`src/rtl/mdu_pkg.sv`:
```
// mdu_pkg: shared op encodings, word width and FSM state type for the multiply/divide unit
package mdu_pkg;
  localparam int WORD_WIDTH = 32;
  localparam int MDU_OP_W = 3;
  localparam logic [MDU_OP_W-1:0] MDU_OP_MULT  = 3'd0;
  localparam logic [MDU_OP_W-1:0] MDU_OP_MULTU = 3'd1;
  localparam logic [MDU_OP_W-1:0] MDU_OP_DIV   = 3'd2;
  localparam logic [MDU_OP_W-1:0] MDU_OP_DIVU  = 3'd3;
  localparam logic [MDU_OP_W-1:0] MDU_OP_MTHI  = 3'd4;
  localparam logic [MDU_OP_W-1:0] MDU_OP_MTLO  = 3'd5;
  typedef enum logic {S_IDLE, S_RUN} state_e;
  function automatic logic is_iter(input logic [MDU_OP_W-1:0] op);
    return op == MDU_OP_MULT || op == MDU_OP_MULTU || op == MDU_OP_DIV || op == MDU_OP_DIVU;
  endfunction
endpackage

```
`src/rtl/mdu_sign.sv`:
```
// mdu_sign: operand magnitudes before iteration and sign correction of the 2W-bit raw result
module mdu_sign #(
  parameter int W = 32
) (
  input  logic [W-1:0]   a,
  input  logic [W-1:0]   b,
  input  logic           sgn,
  input  logic           div,
  input  logic           neg_q,
  input  logic           neg_r,
  input  logic [2*W-1:0] raw,
  output logic           sa,
  output logic           sb,
  output logic [W-1:0]   mag_a,
  output logic [W-1:0]   mag_b,
  output logic [2*W-1:0] fixed
);
  // magnitudes feed the unsigned core; divide fixes quotient and remainder separately, multiply negates all 2W bits
  always_comb begin
    sa = sgn & a[W-1];
    sb = sgn & b[W-1];
    mag_a = sa ? -a : a;
    mag_b = sb ? -b : b;
    fixed = div ? {neg_r ? -raw[2*W-1:W] : raw[2*W-1:W], neg_q ? -raw[W-1:0] : raw[W-1:0]}
                : (neg_q ? -raw : raw);
  end
endmodule

```
`src/rtl/mdu.sv`:
```
// mdu: iterative radix-2 multiply/divide unit with HI/LO registers, one step per clock
module mdu
  import mdu_pkg::*;
#(
  parameter int W = WORD_WIDTH
) (
  input  logic                clk,
  input  logic                rst,
  input  logic                start,
  input  logic [MDU_OP_W-1:0] op,
  input  logic [W-1:0]        a,
  input  logic [W-1:0]        b,
  input  logic                flush,
  output logic                busy,
  output logic                done,
  output logic [W-1:0]        hi,
  output logic [W-1:0]        lo
);
  localparam int CW = $clog2(W) + 1;
  state_e state, state_nxt;
  logic [CW-1:0] cnt;
  logic [2*W-1:0] acc, acc_nxt, fixed;
  logic [W-1:0] d, mag_a, mag_b;
  logic [W:0] sum, trial;
  logic is_div, neg_q, neg_r, sa, sb, accept, op_div, last;
  assign accept = state == S_IDLE && start && !flush;
  assign op_div = op == MDU_OP_DIV || op == MDU_OP_DIVU;
  assign last = cnt == CW'(W - 1);
  mdu_sign #(.W(W)) u_sign (
    .a(a),
    .b(b),
    .sgn(op == MDU_OP_MULT || op == MDU_OP_DIV),
    .div(is_div),
    .neg_q(neg_q),
    .neg_r(neg_r),
    .raw(acc_nxt),
    .sa(sa),
    .sb(sb),
    .mag_a(mag_a),
    .mag_b(mag_b),
    .fixed(fixed)
  );
  // state register
  always_ff @(posedge clk or negedge rst)
    if (!rst) state <= S_IDLE;
    else state <= state_nxt;
  // next state: enter RUN on an accepted iterative op, leave on flush or the final step
  always_comb
    state_nxt = state == S_IDLE ? (accept && is_iter(op) ? S_RUN : S_IDLE)
                                : (flush || last ? S_IDLE : S_RUN);
  // outputs decoded from state
  always_comb busy = state == S_RUN;
  // one step on the shared accumulator: shift-add for multiply, restoring subtract for divide
  always_comb begin
    sum = {1'b0, acc[2*W-1:W]} + (acc[0] ? {1'b0, d} : '0);
    trial = acc[2*W-1:W-1] - {1'b0, d};
    acc_nxt = is_div ? (trial[W] ? {acc[2*W-2:0], 1'b0} : {trial[W-1:0], acc[W-2:0], 1'b1})
                     : {sum, acc[W-1:1]};
  end
  // operand capture, iteration, HI/LO writeback and the done pulse
  always_ff @(posedge clk or negedge rst)
    if (!rst) begin
      cnt <= '0;
      acc <= '0;
      d <= '0;
      is_div <= 1'b0;
      neg_q <= 1'b0;
      neg_r <= 1'b0;
      done <= 1'b0;
      hi <= '0;
      lo <= '0;
    end else begin
      done <= state == S_RUN && last && !flush;
      if (accept && is_iter(op)) begin
        cnt <= '0;
        is_div <= op_div;
        neg_q <= (sa ^ sb) && !(op_div && b == '0);
        neg_r <= sa;
        d <= op_div ? mag_b : mag_a;
        acc <= {{W{1'b0}}, op_div ? mag_a : mag_b};
      end else if (state == S_RUN) begin
        cnt <= cnt + 1'b1;
        acc <= acc_nxt;
        if (last && !flush) {hi, lo} <= fixed;
      end
      if (accept && op == MDU_OP_MTHI) hi <= a;
      if (accept && op == MDU_OP_MTLO) lo <= a;
    end
endmodule
```
`config.mk`:
```
export PLATFORM = sky130hd
export DESIGN_NAME = mdu
export DESIGN_NICKNAME = d
export VERILOG_FILES = /design/src/rtl/mdu_pkg.sv /design/src/rtl/mdu_sign.sv /design/src/rtl/mdu.sv
export SDC_FILE = /design/constraint.sdc
export NUM_CORES = 1
export LEC_CHECK = 0
export BUFFER_PORTS_ARGS = -buffer_cell sky130_fd_sc_hd__buf_2
export CORE_ASPECT_RATIO = 0.7
export CORE_MARGIN = 2
export CORE_UTILIZATION = 25
export DETAILED_ROUTE_END_ITERATION = 16
export PLACE_DENSITY = 0.42
export SYNTH_ARGS = -nofsm -noshare
export SYNTH_HDL_FRONTEND = slang
export SYNTH_SLANG_ARGS = --single-unit
```
`constraint.sdc`:
```
create_clock -name clk -period 16.2 [get_ports clk]
set_input_delay 2.43 -clock clk [delete_from_list [all_inputs] [get_ports clk]]
set_output_delay 2.43 -clock clk [all_outputs]
set_load 0.02 [all_outputs]
```
==> run_results.csv <==
group,metric,value,unit
run_status,run_status,"completed",
route,drt_iter0_drc,1794,
logic_synthesis,synth_edf_count,0,
timing,finalHoldViolations,0,
timing,setup-violations-final,0,
worst_setup_path,reg2reg_slack,9610,ps
logic_synthesis,synth_seq_cells,171,
clock_network,clock_sinks,171,
worst_setup_path,endpoint_kind,"flop",
route,routed_wl,80470,um
clock_network,cts-resized-gates,0,
timing,grt_setup_unrepaired,"no",
power_and_ir_drop,sequentialPowerShare,19.5,%
clock_network,cts_post_setup_buffers_inserted,0,
logic_synthesis,synth.area.top_cells,"sky130_fd_sc_hd__dfrtp_1 27%, sky130_fd_sc_hd__a21oi_1 6.3%, sky130_fd_sc_hd__nor2_1 6.1%, sky130_fd_sc_hd__nand2_1 5.5%, sky130_fd_sc_hd__ha_1 5.5%",
floorplanning,ioPinCount,137,
logic_synthesis,share_of_the_yosys_chip_area_belonging_to_registers,27.11,%
timing,final-max-slew-violation-count,0,
worst_setup_path,worst_path_max_delay_cell,"sky130_fd_sc_hd__nor3_4",
route,wl_per_cell,27.01,um
placement,portBuffers,136,
timing,worst_max_slew_pin_slew,1291,ps
floorplanning,fp.dieArea,0.06518,mm2
timing,clock_skew,24.10,ps
floorplanning,core_area,0.06282,mm2
global_route,groute.usage.overall,24.28,%
cells_and_area,final_layout_size_suffix_gt1_share,11.59,%
global_route,grt_antenna_before_repair,1,
timing,layout_setup_ws,9613,ps
worst_setup_path,critical_path_peak_fanout,15,
worst_setup_path,startpoint_of_the_worst_slack_reg_to_reg_timing_path,"acc[31]",
power_and_ir_drop,power.internal,1.598,mW
placement,gpl.final_weighted_congestion,0.9639,
run,max_cap_violations,0,
route,detailroute.via_count,16990,
placement,dpl_worst_slack,9737,ps
worst_setup_path,critical-path-max-stage-delay,570,ps
clock_network,cts_root_buffer,"sky130_fd_sc_hd__clkbuf_16",
worst_setup_path,path_cells,"inv_1, ha_1, inv_1, fa_1, a211oi_2, o21ai_4, o2111ai_4, a21oi_2, nor3_4, nor3_1, a21oi_1, ha_1, nor2b_1, o21ai_0, or3_1, nand2b_1, nor2_1, nand2_1, nor2_1, nor2_1, or3_4, o41ai_2, xnor2_1, a21oi_1",
min_path,worstHoldPathType,"reg2reg",
worst_setup_path,critPathTopFamily,"simple AND/OR/NAND/NOR gates",
power_and_ir_drop,ir_worst_vdd,96.53,uV
timing,timing.final.crit_period,6587,ps
power_and_ir_drop,share_comb_of_total_power,68.2,%
timing,timing.final.crit_share,40.66,%
logic_synthesis,cell_taking_the_most_area_after_synthesis,"sky130_fd_sc_hd__dfrtp_1",
timing,slew-limit-headroom,13.29,%
worst_setup_path,setup.worst_path.class,"reg2reg",
min_path,hold_path.startpoint,"hi[21]",
logic_synthesis,most_numerous_cell_types_in_the_synthesized_netlist,"256 x sky130_fd_sc_hd__nor2_1, 231 x sky130_fd_sc_hd__nand2_1, 200 x sky130_fd_sc_hd__a21oi_1",
floorplanning,rows,77,
logic_synthesis,yosysTopAreaCellShare,27.11,%
logic_synthesis,syn-mean-instance-area,7.620,um2
power_and_ir_drop,netSwitchingPower,2.117,mW
timing,setup-tns-final,0,ps
clock_network,clk_pin_slew_worst_paths,80,ps
global_route,wire_length_of_the_first_global_routing_pass,116000,um
min_path,whs_endpoint,"hi[21]",
route,route.antenna.remaining_nets,0,
clock_network,worstSkewPairLatency,490,ps
logic_synthesis,yosys.cell_count.top_type,"sky130_fd_sc_hd__nor2_1",
power_and_ir_drop,switching_share,56.98,%
global_route,first_global_vias,15690,
logic_synthesis,synth-async-reset-ratio,100.0,%
route,first_pass_iters,6,
logic_synthesis,synth_nets,2213,
route,routed_via_density,5.702,
logic_synthesis,ys_warn_count,0,
logic_synthesis,dominantRegCellSynth,"sky130_fd_sc_hd__dfrtp_1",
cells_and_area,fillerInstances,6934,
worst_setup_path,timing.reg2reg.worst_path_depth,24,
clock_network,clock_tree.htree_level_count,4,
logic_synthesis,synth.cell_area,0.01578,mm2
worst_setup_path,timing.critical_path.required,16540,ps
logic_synthesis,synthCells,2071,
global_route,global_route_congestion_overflow_total,0,
floorplanning,start_util,25.12,%
floorplanning,chipWidth,304.3,um
worst_setup_path,setup.worst_path.start_class,"flop",
power_and_ir_drop,power.share.clock,12.3,%
worst_setup_path,regToRegEndpoint,"hi[30]",
worst_setup_path,critPathBufInv,2,
global_route,grt_start_max_net_pins,65,
worst_setup_path,cp_data_arrival_time,6930,ps
min_path,hold_path_depth,2,
power_and_ir_drop,cellLeakagePower,7.318,nW
route,drc,0,
worst_setup_path,critical_path.most_common_cell,"sky130_fd_sc_hd__nor2_1",
clock_network,clock_tree.buffer_depth,2,
cells_and_area,area.growth.synth_to_final,13.33,%
clock_network,post_cts_hold_buffer_count,0,
floorplanning,fp.dieH,214.2,um
clock_network,tritoncts,"done",
logic_synthesis,unique_cell_type_count_in_the_yosys_netlist,95,
placement,dp.final_hpwl,63680,um
timing,max_freq,151.8,MHz
power_and_ir_drop,powerDensity,207.7,mW/mm2
clock_network,cts-buffers-inserted,17,
cells_and_area,fin_nets,2278,
cells in the final DEF (no fill, tap or decap), types with 46 or more instances in the layout:
cell type | netlist | final
sky130_fd_sc_hd__xnor2_1 | 91 | 91
sky130_fd_sc_hd__nor2_1 | 256 | 253
sky130_fd_sc_hd__a21oi_1 | 200 | 200
sky130_fd_sc_hd__nor3_1 | 47 | 46
sky130_fd_sc_hd__dfrtp_1 | 171 | 169
sky130_fd_sc_hd__inv_1 | 61 | 61
sky130_fd_sc_hd__nand2_1 | 231 | 229
sky130_fd_sc_hd__buf_2 | 15 | 135
sky130_fd_sc_hd__xor2_1 | 71 | 71
sky130_fd_sc_hd__and2_1 | 46 | 46
sky130_fd_sc_hd__ha_1 | 69 | 69
sky130_fd_sc_hd__o21ai_0 | 160 | 160
per-stage QoR:
step                      cells  area, um2  hold WS, ps  util [%]  total power, mW
final                      2979      17880        509.8     28.47            3.715
after global routing       2978      17880        534.7     28.47            3.924
after CTS                  2978      17880        509.9     28.47            3.636
after detailed placement   2946      17280        487.3     27.51            3.169
after global placement     2946      17280        486.7     27.51            3.184
after floorplan            2071      15780        463.9         -            2.269
logic make-up (layout without fill, tap and decap cells):
| kind of cell | count (synthesis) | count (layout) | synth area share, % |
|---|---|---|---|
| simple gates | 751 | 751 | 22.10 |
| compound gates | 690 | 690 | 28.53 |
| buf+inv | 179 | 257 | 4.503 |
| flops | 171 | 171 | 27.11 |
| xor+xnor | 162 | 162 | 8.991 |
| fa+ha+maj | 71 | 71 | 5.724 |
| mux | 47 | 47 | 3.029 |
| other cells | 0 | 1 | 0 |
layout make-up:
cell class / instances / area [um2] / share of cell area (%)
diodes: 1 / 2.502 / 0.01399
well taps: 829 / 1037 / 5.800
clock inverters: 13 / 150.1 / 0.8395
inverters: 63 / 236.5 / 1.322
clock buffers: 19 / 452.9 / 2.533
repair buffers: 162 / 884.6 / 4.946
flip-flops and latches: 171 / 4284 / 23.95
multi-input cells: 1721 / 10840 / 60.59
worst max path at each step:
stage	from	end	slack, ps	cells past startpoint
floorplan	acc[31]	hi[30]	10880	24
finish	acc[31]	hi[30]	9610	24
CTS	acc[31]	hi[30]	9750	24
detailed placement	acc[31]	hi[30]	9740	24
global placement	a[5]	d[29]	9990	13
global route	acc[31]	hi[30]	9300	24
registers in the layout, indices dropped and copies added, names as in the netlist:
name,count
neg_q,1
hi,32
done,1
busy,1
cnt,6
d,32
neg_r,1
is_div,1
lo,32
acc,64
power by group through the flow:
stage	clock network [mW]	logic, mW	registers [mW]
final	0.458	2.53	0.723
after global placement	0	2.46	0.726
after CTS	0.462	2.45	0.719
after global routing	0.478	2.71	0.739
after detailed placement	0	2.44	0.726
after floorplan	0	1.56	0.705
layer usage:
metal / global-route usage [%] / vias to the layer above / share of wire, %
li1: - / 7667 / -
met1: 39.52 / 8483 / 52
met2: 30.64 / 781 / 36
met3: 7.076 / 53 / 9.9
met4: 3.729 / 2 / 1.3
met5: 0 / - / 0.015
worst reg2reg max path: stages (launching register included):
cell and delay, ps:
sky130_fd_sc_hd__dfrtp_1 420, sky130_fd_sc_hd__inv_1 100, sky130_fd_sc_hd__ha_1 180, sky130_fd_sc_hd__inv_1 60
sky130_fd_sc_hd__fa_1 430, sky130_fd_sc_hd__a211oi_2 280, sky130_fd_sc_hd__o21ai_4 150, sky130_fd_sc_hd__o2111ai_4 310
sky130_fd_sc_hd__a21oi_2 190, sky130_fd_sc_hd__nor3_4 570, sky130_fd_sc_hd__nor3_1 270, sky130_fd_sc_hd__a21oi_1 400
sky130_fd_sc_hd__ha_1 260, sky130_fd_sc_hd__nor2b_1 130, sky130_fd_sc_hd__o21ai_0 190, sky130_fd_sc_hd__or3_1 490
sky130_fd_sc_hd__nand2b_1 210, sky130_fd_sc_hd__nor2_1 160, sky130_fd_sc_hd__nand2_1 110, sky130_fd_sc_hd__nor2_1 380
sky130_fd_sc_hd__nor2_1 110, sky130_fd_sc_hd__or3_4 400, sky130_fd_sc_hd__o41ai_2 400, sky130_fd_sc_hd__xnor2_1 170
sky130_fd_sc_hd__a21oi_1 90
Power figures use the tool's default switching activity.
